**src/rtl/inject_queue_stage.sv**
```systemverilog
// Injection stage for the deflection router: buffers local flits in a small FIFO and merges
// the head flit into the lowest free slot of the in-flight bundle, flagging sustained starvation.
module inject_queue_stage #(
   parameter int unsigned FLIT_W     = 10,
   parameter int unsigned NPORTS     = 4,
   parameter int unsigned QDEPTH     = 4,
   parameter int unsigned STARVE_MAX = 15
) (
   input  logic                         clk,
   input  logic                         rst,
   input  logic [NPORTS*FLIT_W-1:0]     in_flit,
   input  logic [NPORTS-1:0]            in_valid,
   input  logic [FLIT_W-1:0]            loc_flit,
   input  logic                         loc_valid,
   output logic                         loc_ready,
   output logic [NPORTS*FLIT_W-1:0]     out_flit,
   output logic [NPORTS-1:0]            out_valid,
   output logic                         inj_fire,
   output logic [$clog2(NPORTS)-1:0]    inj_slot,
   output logic                         starve_flag,
   output logic [$clog2(QDEPTH+1)-1:0]  q_count
);

   localparam int unsigned SLOT_W = $clog2(NPORTS);
   localparam int unsigned PTR_W  = $clog2(QDEPTH);
   localparam int unsigned CNT_W  = $clog2(QDEPTH+1);
   localparam int unsigned ST_W   = $clog2(STARVE_MAX+1);

   logic [FLIT_W-1:0]        mem [QDEPTH];
   logic [PTR_W-1:0]         rd_ptr, wr_ptr;
   logic [ST_W-1:0]          starve_cnt;

   logic                     any_free, inj, push, blocked;
   logic [SLOT_W-1:0]        slot;
   logic [CNT_W-1:0]         count_next;
   logic [NPORTS*FLIT_W-1:0] bundle_flit;
   logic [NPORTS-1:0]        bundle_valid;

   // Lowest free slot search, bundle merge and FIFO bookkeeping
   always_comb begin
      any_free     = 1'b0;
      slot         = '0;
      for (int i = 0; i < NPORTS; i++) begin
         if (!in_valid[i] && !any_free) begin
            any_free = 1'b1;
            slot     = SLOT_W'(i);
         end
      end
      inj          = any_free && (q_count != '0);
      blocked      = !any_free && (q_count != '0);
      push         = loc_valid && loc_ready;
      bundle_flit  = in_flit;
      bundle_valid = in_valid;
      if (inj) begin
         bundle_flit[slot*FLIT_W +: FLIT_W] = mem[rd_ptr];
         bundle_valid[slot]                 = 1'b1;
      end
      case ({push, inj})
         2'b10:   count_next = q_count + CNT_W'(1);
         2'b01:   count_next = q_count - CNT_W'(1);
         default: count_next = q_count;
      endcase
   end

   // FIFO storage; contents need no reset since pointers and count define validity
   always_ff @(posedge clk) begin
      if (!rst && push) mem[wr_ptr] <= loc_flit;
   end

   always_ff @(posedge clk) begin
      if (rst) begin
         rd_ptr      <= '0;
         wr_ptr      <= '0;
         q_count     <= '0;
         loc_ready   <= 1'b1;
         out_flit    <= '0;
         out_valid   <= '0;
         inj_fire    <= 1'b0;
         inj_slot    <= '0;
         starve_cnt  <= '0;
         starve_flag <= 1'b0;
      end else begin
         if (push) wr_ptr <= wr_ptr + PTR_W'(1);
         if (inj)  rd_ptr <= rd_ptr + PTR_W'(1);
         q_count     <= count_next;
         loc_ready   <= (count_next < CNT_W'(QDEPTH));
         out_flit    <= bundle_flit;
         out_valid   <= bundle_valid;
         inj_fire    <= inj;
         inj_slot    <= inj ? slot : '0;
         // Saturating starvation counter, cleared by any unblocked cycle
         if (!blocked)                              starve_cnt <= '0;
         else if (starve_cnt != ST_W'(STARVE_MAX))  starve_cnt <= starve_cnt + ST_W'(1);
         starve_flag <= (starve_cnt == ST_W'(STARVE_MAX));
      end
   end

endmodule

```
**config.mk**
```make
export PLATFORM = sky130hd
export DESIGN_NAME = inject_queue_stage
export DESIGN_NICKNAME = d
export VERILOG_FILES = /design/src/rtl/inject_queue_stage.sv
export SDC_FILE = /design/constraint.sdc
export NUM_CORES = 1
export LEC_CHECK = 0
export ABC_AREA = 0
export CAP_MARGIN = 20
export CORE_MARGIN = 3
export CORE_UTILIZATION = 40
export CTS_BUF_LIST = sky130_fd_sc_hd__clkbuf_2 sky130_fd_sc_hd__clkbuf_4 sky130_fd_sc_hd__clkbuf_8
export CTS_CLUSTER_DIAMETER = 200
export DETAILED_ROUTE_END_ITERATION = 12
export GPL_ROUTABILITY_DRIVEN = 1
export PLACE_DENSITY = 0.63
export SLEW_MARGIN = 20
export SYNTH_ARGS = -nofsm -noshare
export SYNTH_HDL_FRONTEND = slang
export SYNTH_SLANG_ARGS = --single-unit
export TNS_END_PERCENT = 1
```
**constraint.sdc**
```tcl
create_clock -name clk -period 3.4 [get_ports clk]
set_clock_uncertainty 0.05 [all_clocks]
set_input_delay 0.51 -clock clk [delete_from_list [all_inputs] [get_ports clk]]
set_output_delay 0.51 -clock clk [all_outputs]
set_load 0.01 [all_outputs]
```
==> qor.yml, run 1 <==
synthesis:
  synth_enable_flop_cells: 40
  synth_seq_area_share: 0.543
  synth_top_area_share: 0.276
  yosys_warnings: 0
  ys_ff_latch: 102
  synth-main-ff-cell: "dfxtp_1"
  async_reset_ff_frac: 0
  synth.distinct_cells: 60
  ys_top_cells_by_area: "dfxtp_1 28%, edfxtp_1 27%, ha_1 3.9%"
  syn-cell-area_um2: 4500
  postSynthCellCount: 394
  syn_avg_cell_area_um2: 11.4
  synth.net_count: 466
  synth_area_leader_cell: "dfxtp_1"
route:
  viasPerCell: 5.51
  vias: 3606
  drt-initial-drc-count: 141
  drc: 0
  routedWlPerCell_um: 18.1
  finalWirelength_mm: 11.8
  detail-route-antenna-nets: 0
  first_pass_iters: 8
setup_path:
  worst-path-buf-inv: 2
  critPathTopFamily: "compound AO/OA/AOI/OAI gates"
  critPathLaunchType: "input pin"
  cp.arrival_ns: 3.14
  cp_slowest_cell: "clkdlybuf4s50_1"
  cpPeakStageDelay_ns: 0.52
  crit_fanout: 12
  path_class: "input pin to flip-flop"
  critPathCaptureType: "flip-flop"
  worstPathRequired_ns: 3.67
  crit_chain: "clkdlybuf4s50_1 > inv_1 > o21ai_4 > ha_1 > nor2b_1 > o2111ai_1 > o41ai_1 > a211o_1 > a22o_1"
flow_run:
  max-cap-violations: 0
finish:
  drive_gt1_frac: 0.103
  finalNonFillerCells: 655
  nNetsFinal: 582
  n_antenna_cell: 0
  syn_to_final_growth_pct: 34.0
placed_design:
  place_inst: 639
  place.detailed.hpwl_mm: 8.94
  gp_congestion: 0.879
  port_buffers: 108
clock_network:
  path_clk_slew_ns: 0.10
  insertion_delay_ns: 0.37
  clockBufferDepth: 2
  cts_resized: 0
  clock_sinks: 102
  cts_root_buffer: "clkbuf_8"
  cts_tree: "yes"
  hold_buffers: 0
  h-tree-depth: 3
  numCtsBuffers: 9
  postCtsSetupBuffers: 0
floorplanning:
  die-area_um2: 12600
  die_h_um: 112
  rows: 38
  start_util: 0.411
  fp.dieW_um: 112
  floorplan.core_area_um2: 10900
  boundaryPins: 109
sta:
  hold_violations: 0
  whs_ns: 0.456
  post-route-min-period_ns: 2.87
  grt_setup_unrepaired: "false"
  finalCritPeriodShare: 0.843
  final-setup-viol-count: 0
  worst_slew_pin_slew_ns: 0.589
  max_freq_mhz: 349
  relSlewSlack: 0.607
  drv_slew: 0
  fin_tns_setup_ns: 0
global_routing:
  grt_pass1_vias: 3617
  grt_pass1_wl_mm: 18.6
  antenna_found_initial: 0
  overflow: 0
  grt_start_max_net_pins: 22
  grtUsageTotal: 0.186
pwr:
  power_density_nw_per_um2: 595
  leakage_uw: 0.00226
  vdd.ir_drop.worst_mv: 0.277
status:
  outcome: "complete, no violations"
min_path:
  hp-class: "flip-flop to flip-flop"
-- worst paths after layout --
check                                        startpoint                      end  slack, ns  cells past startpoint
worst max-delay path                        in_valid[1]  out_flit[15]$_SDFF_PP0_       0.53                      9
worst min-delay path               loc_ready$_SDFF_PP1_   wr_ptr[1]$_SDFFE_PP0P_       0.46                      2
worst max register to register  q_count[0]$_SDFFE_PP0N_     loc_ready$_SDFF_PP1_       0.88                     10
worst min register to register     loc_ready$_SDFF_PP1_   wr_ptr[1]$_SDFFE_PP0P_       0.46                      2
-- layout by cell type, fill, tap and decap left out, drive strengths merged, types with 4 or more instances in the layout --
master	instances
nand2	25
o2111ai	6
a22o	9
o41ai	4
mux2	5
o21ai	16
mux2i	7
and2	8
xnor2	5
nand3b	6
ha	14
mux4	10
nor2b	4
a22oi	11
clkbuf	10
buf	19
inv	17
nor3	8
a32oi	5
edfxtp	40
a21oi	14
nor2	39
dfxtp	62
clkdlybuf4s50	108
nand3	10
o211ai	6
or3	4
-- where the power goes --
| group | total, µW | switching (µW) | leakage [µW] | internal (µW) |
|---|---|---|---|---|
| Clock | 866 | 427 | 0.000115 | 439 |
| Combinational | 1230 | 672 | 0.00126 | 557 |
| Sequential | 1490 | 91.6 | 0.000876 | 1400 |
| Total | 3590 | 1190 | 0.00226 | 2400 |
-- cell families after synthesis --
logic type      share of synthesized area
compound gates                      0.156
xor+xnor                           0.0136
buf+inv                            0.0345
fa+ha+maj                          0.0434
mux                                0.0832
flops                               0.543
simple gates                        0.126
-- final cells by class --
type                            count  area [µm²]
Fill cell                         961        4910
Clock inverter                      6        90.1
Timing Repair Buffer              127        1220
Clock buffer                       10         138
Inverter                           15        56.3
Sequential cell                   102        2440
Tap cell                          140         175
Multi-Input combinational cell    255        1900
-- registers in the layout, indices dropped and copies added, names as in the netlist, named ones only --
name	flops
inj_slot	2
q_count	3
inj_fire	1
starve_cnt	4
rd_ptr	2
loc_ready	1
mem	40
out_valid	4
starve_flag	1
out_flit	40
wr_ptr	2
-- layer usage --
layer,track usage,up-vias,part of all wire
met5,0,-,0
met4,0.0801,0,0.028
met3,0.0426,28,0.062
met2,0.301,144,0.48
met1,0.242,1724,0.43
li1,-,1710,-
-- synth_stat cells, types with 3 or more instances --
| master | count |
|---|---|
| dfxtp_1 | 62 |
| mux4_1 | 4 |
| o21ai_0 | 13 |
| a21oi_1 | 14 |
| mux2i_1 | 7 |
| a22oi_1 | 11 |
| inv_1 | 13 |
| nand3_1 | 10 |
| buf_2 | 4 |
| edfxtp_1 | 40 |
| nor2_1 | 39 |
| nand2_1 | 24 |
| nor2b_1 | 4 |
| mux4_2 | 6 |
| o211ai_1 | 6 |
| and2_1 | 8 |
| nand3b_1 | 6 |
| mux2_2 | 3 |
| or3_1 | 4 |
| a32o_1 | 3 |
| clkbuf_1 | 14 |
| nor4_1 | 3 |
| xnor2_1 | 5 |
| a32oi_1 | 5 |
| and3_1 | 3 |
| o2111ai_1 | 6 |
| a22o_1 | 8 |
| nor3_1 | 8 |
| o41ai_1 | 3 |
| a222oi_1 | 3 |
| ha_1 | 14 |
-- per-stage QoR --
stage	total power (µW)	utilization	instance area, µm²	setup slack (ns)
4_1_cts	3610	0.551	6030	0.590
6_report	3590	0.551	6030	0.535
5_1_grt	3770	0.551	6030	0.322
3_5_place_dp	2740	0.530	5800	0.198
3_3_place_gp	2740	0.530	5800	0.215
2_1_floorplan	2250	-	4500	0.355
-- tightest hold or removal path, cell delays in order (launching register included) --
cell and delay (ns):
dfxtp_1 0.33, nand3_1 0.08, a21oi_1 0.06
Power figures use the tool's default switching activity.
==> run 2: changes to the inputs <==
Clock period 3.4 ns to 2.73 ns, I/O delays scaled along.
==> run 2 against run 1 <==
Non-clock buffer count up 44. Critical path type unchanged. Hold slack is essentially flat. Cell area up 4.8%. Sequential cell count is the same. Die area did not move. Critical path depth is 1 higher. Utilization is 2.6 points higher.
==> qor.yml, run 2 (same netlist as run 1, synthesis figures left out) <==
setup_path:
  cpPeakStageDelay_ns: 0.47  # was 0.52 ns
  path_class: "input pin to flip-flop"  # unchanged
  crit_fanout: 10  # was 12
  critPathCaptureType: "flip-flop"  # unchanged
  cp.arrival_ns: 2.84  # was 3.14 ns
  crit_chain: "clkdlybuf4s50_1 > nor2b_1 > o21ai_4 > ha_1 > buf_4 > nor2b_1 > nand2_1 > mux2i_1 > a32o_1 > a22o_1"  # was clkdlybuf4s50_1 > inv_1 > o21ai_4 > ha_1 > nor2b_1 > o2111ai_1 > o41ai_1 > a211o_1 > a22o_1
  crit_top_cell: "nor2b_1"
  worstPathRequired_ns: 3.00  # was 3.67 ns
  cp_slowest_cell: "clkdlybuf4s50_1"  # unchanged
  critPathTopFamily: "simple AND/OR/NAND/NOR gates"  # was compound AO/OA/AOI/OAI gates
  worst-path-buf-inv: 2  # unchanged
  critPathLaunchType: "input pin"  # unchanged
finish:
  syn_to_final_growth_pct: 40.4  # was 34.0%
  finalNonFillerCells: 699  # was 655
  layout_commonest_cell: "clkdlybuf4s50_1"  # unchanged
  largestRegisters: "mem: 40 flops, out_flit: 40 flops"  # unchanged
  mostFrequentLayoutCells: "108 x clkdlybuf4s50_1, 63 x buf_4, 62 x dfxtp_1"  # was 108 x clkdlybuf4s50_1, 62 x dfxtp_1, 40 x edfxtp_1
  nNetsFinal: 626  # was 582
  n_antenna_cell: 0  # unchanged
  drive_gt1_frac: 0.175  # was 0.103
flow_run:
  max-cap-violations: 0  # unchanged
route:
  routedWlPerCell_um: 17.2  # was 18.1 µm
  vias: 3711  # was 3,606
  first_pass_iters: 5  # was 8
  drt-initial-drc-count: 224  # was 141
  finalWirelength_mm: 12.0  # was 11.8 mm
  drc: 0  # unchanged
  detail-route-antenna-nets: 0  # unchanged
  viasPerCell: 5.31  # was 5.51
placed_design:
  port_buffers: 108  # unchanged
  dp_worst_setup_slack_ns: -0.201  # was 0.198 ns
  place.detailed.hpwl_mm: 9.15  # was 8.94 mm
  gp_congestion: 0.849  # was 0.879
  place_inst: 683  # was 639
floorplanning:
  boundaryPins: 109  # unchanged
  die-area_um2: 12600  # unchanged
  fp.dieW_um: 112  # unchanged
  die_h_um: 112  # unchanged
  rows: 38  # unchanged
  start_util: 0.411  # unchanged
  floorplan.core_area_um2: 10900  # unchanged
clock_network:
  cts_tree: "yes"  # unchanged
  numCtsBuffers: 9  # unchanged
  path_clk_slew_ns: 0.10  # about the same
  h-tree-depth: 3  # unchanged
  hold_buffers: 0  # unchanged
  clock_sinks: 102  # unchanged
  clockBufferDepth: 2  # unchanged
  cts_root_buffer: "clkbuf_8"  # unchanged
  insertion_delay_ns: 0.37  # about the same
sta:
  finalCritPeriodShare: 0.943
  whs_ns: 0.456  # about the same
  final-setup-viol-count: 0  # unchanged
  max_freq_mhz: 388
  relSlewSlack: 0.526  # was 0.607
  post-route-min-period_ns: 2.57
  worst_slew_pin_slew_ns: 0.709  # was 0.589 ns
  drv_slew: 0  # unchanged
  grt_setup_unrepaired: "false"  # unchanged
  setup_slack_ns: 0.155  # was 0.535 ns
  hold_violations: 0  # unchanged
status:
  outcome: "complete, no violations"  # unchanged
global_routing:
  grt_pass1_vias: 3763  # was 3,617
  overflow: 0  # unchanged
  grtUsageTotal: 0.191  # was 0.186
  grt_pass1_wl_mm: 19.0  # was 18.6 mm
  antenna_found_initial: 0  # unchanged
  grt_start_max_net_pins: 22  # unchanged
pwr:
  power_density_nw_per_um2: 707  # was 595 nW/µm²
  vdd.ir_drop.worst_mv: 0.401  # was 0.277 mV
  leakage_uw: 0.00244  # was 0.00226 µW
min_path:
  hp-class: "flip-flop to flip-flop"  # unchanged
[run 2: path summary, 6_finish.rpt]
kind	from	endpoint	slack [ns]	cells after the start
worst max-delay path	in_valid[2]	out_flit[16]$_SDFF_PP0_	0.16	10
worst min-delay path	wr_ptr[1]$_SDFFE_PP0P_	wr_ptr[1]$_SDFFE_PP0P_	0.46	2
worst max register to register	flip-flop	out_flit[17]$_SDFF_PP0_	0.48	6
worst min register to register	wr_ptr[1]$_SDFFE_PP0P_	wr_ptr[1]$_SDFFE_PP0P_	0.46	2
[run 2: routing by layer]
layer  share of wire  up-vias  GRT usage
li1                -     1807          -
met1            0.42     1741      0.247
met2            0.49      141      0.320
met3           0.063       22     0.0356
met4           0.025        0     0.0769
met5               0        -          0
[run 2: area by class of cell]
class / count / area (µm²)
fill: 1003 / 4620
sequential: 102 / 2440
multi-input combinational: 255 / 1910
timing repair buffer: 171 / 1550
tap: 140 / 175
clock buffer: 9 / 124
clock inverter: 7 / 57.6
inverter: 15 / 56.3
[run 2: power breakdown]
| group | switching, µW | internal [µW] | leakage [µW] |
|---|---|---|---|
| Clock | 538 | 343 | 0.0000894 |
| Combinational | 906 | 848 | 0.00148 |
| Sequential | 82.0 | 1750 | 0.000876 |
| Total | 1530 | 2940 | 0.00244 |
[run 2: what timing repair did]
action	CTS	global route
setup endpoints to repair	0	1
endpoints found under the hold margin	0	0
gates resized for setup	0	1
buffers inserted	0	0
[run 2: per-stage QoR]
stage	TNS [ns]	utilization	power [µW]	area, µm²
final	0	0.577	4460	6310
after global routing	0	0.577	4720	6310
after CTS	0	0.577	4510	6310
after detailed placement	-3.79	0.560	3610	6130
after global placement	-3.54	0.560	3610	6130
after floorplan	0	-	2810	4500
[run 2: worst reg2reg max path: stages (launching register included)]
cell,delay [ns]
dfxtp_1,0.32
buf_4,0.22
mux4_1,0.71
inv_1,0.19
o211ai_1,0.13
a32o_1,0.34
a22o_1,0.22
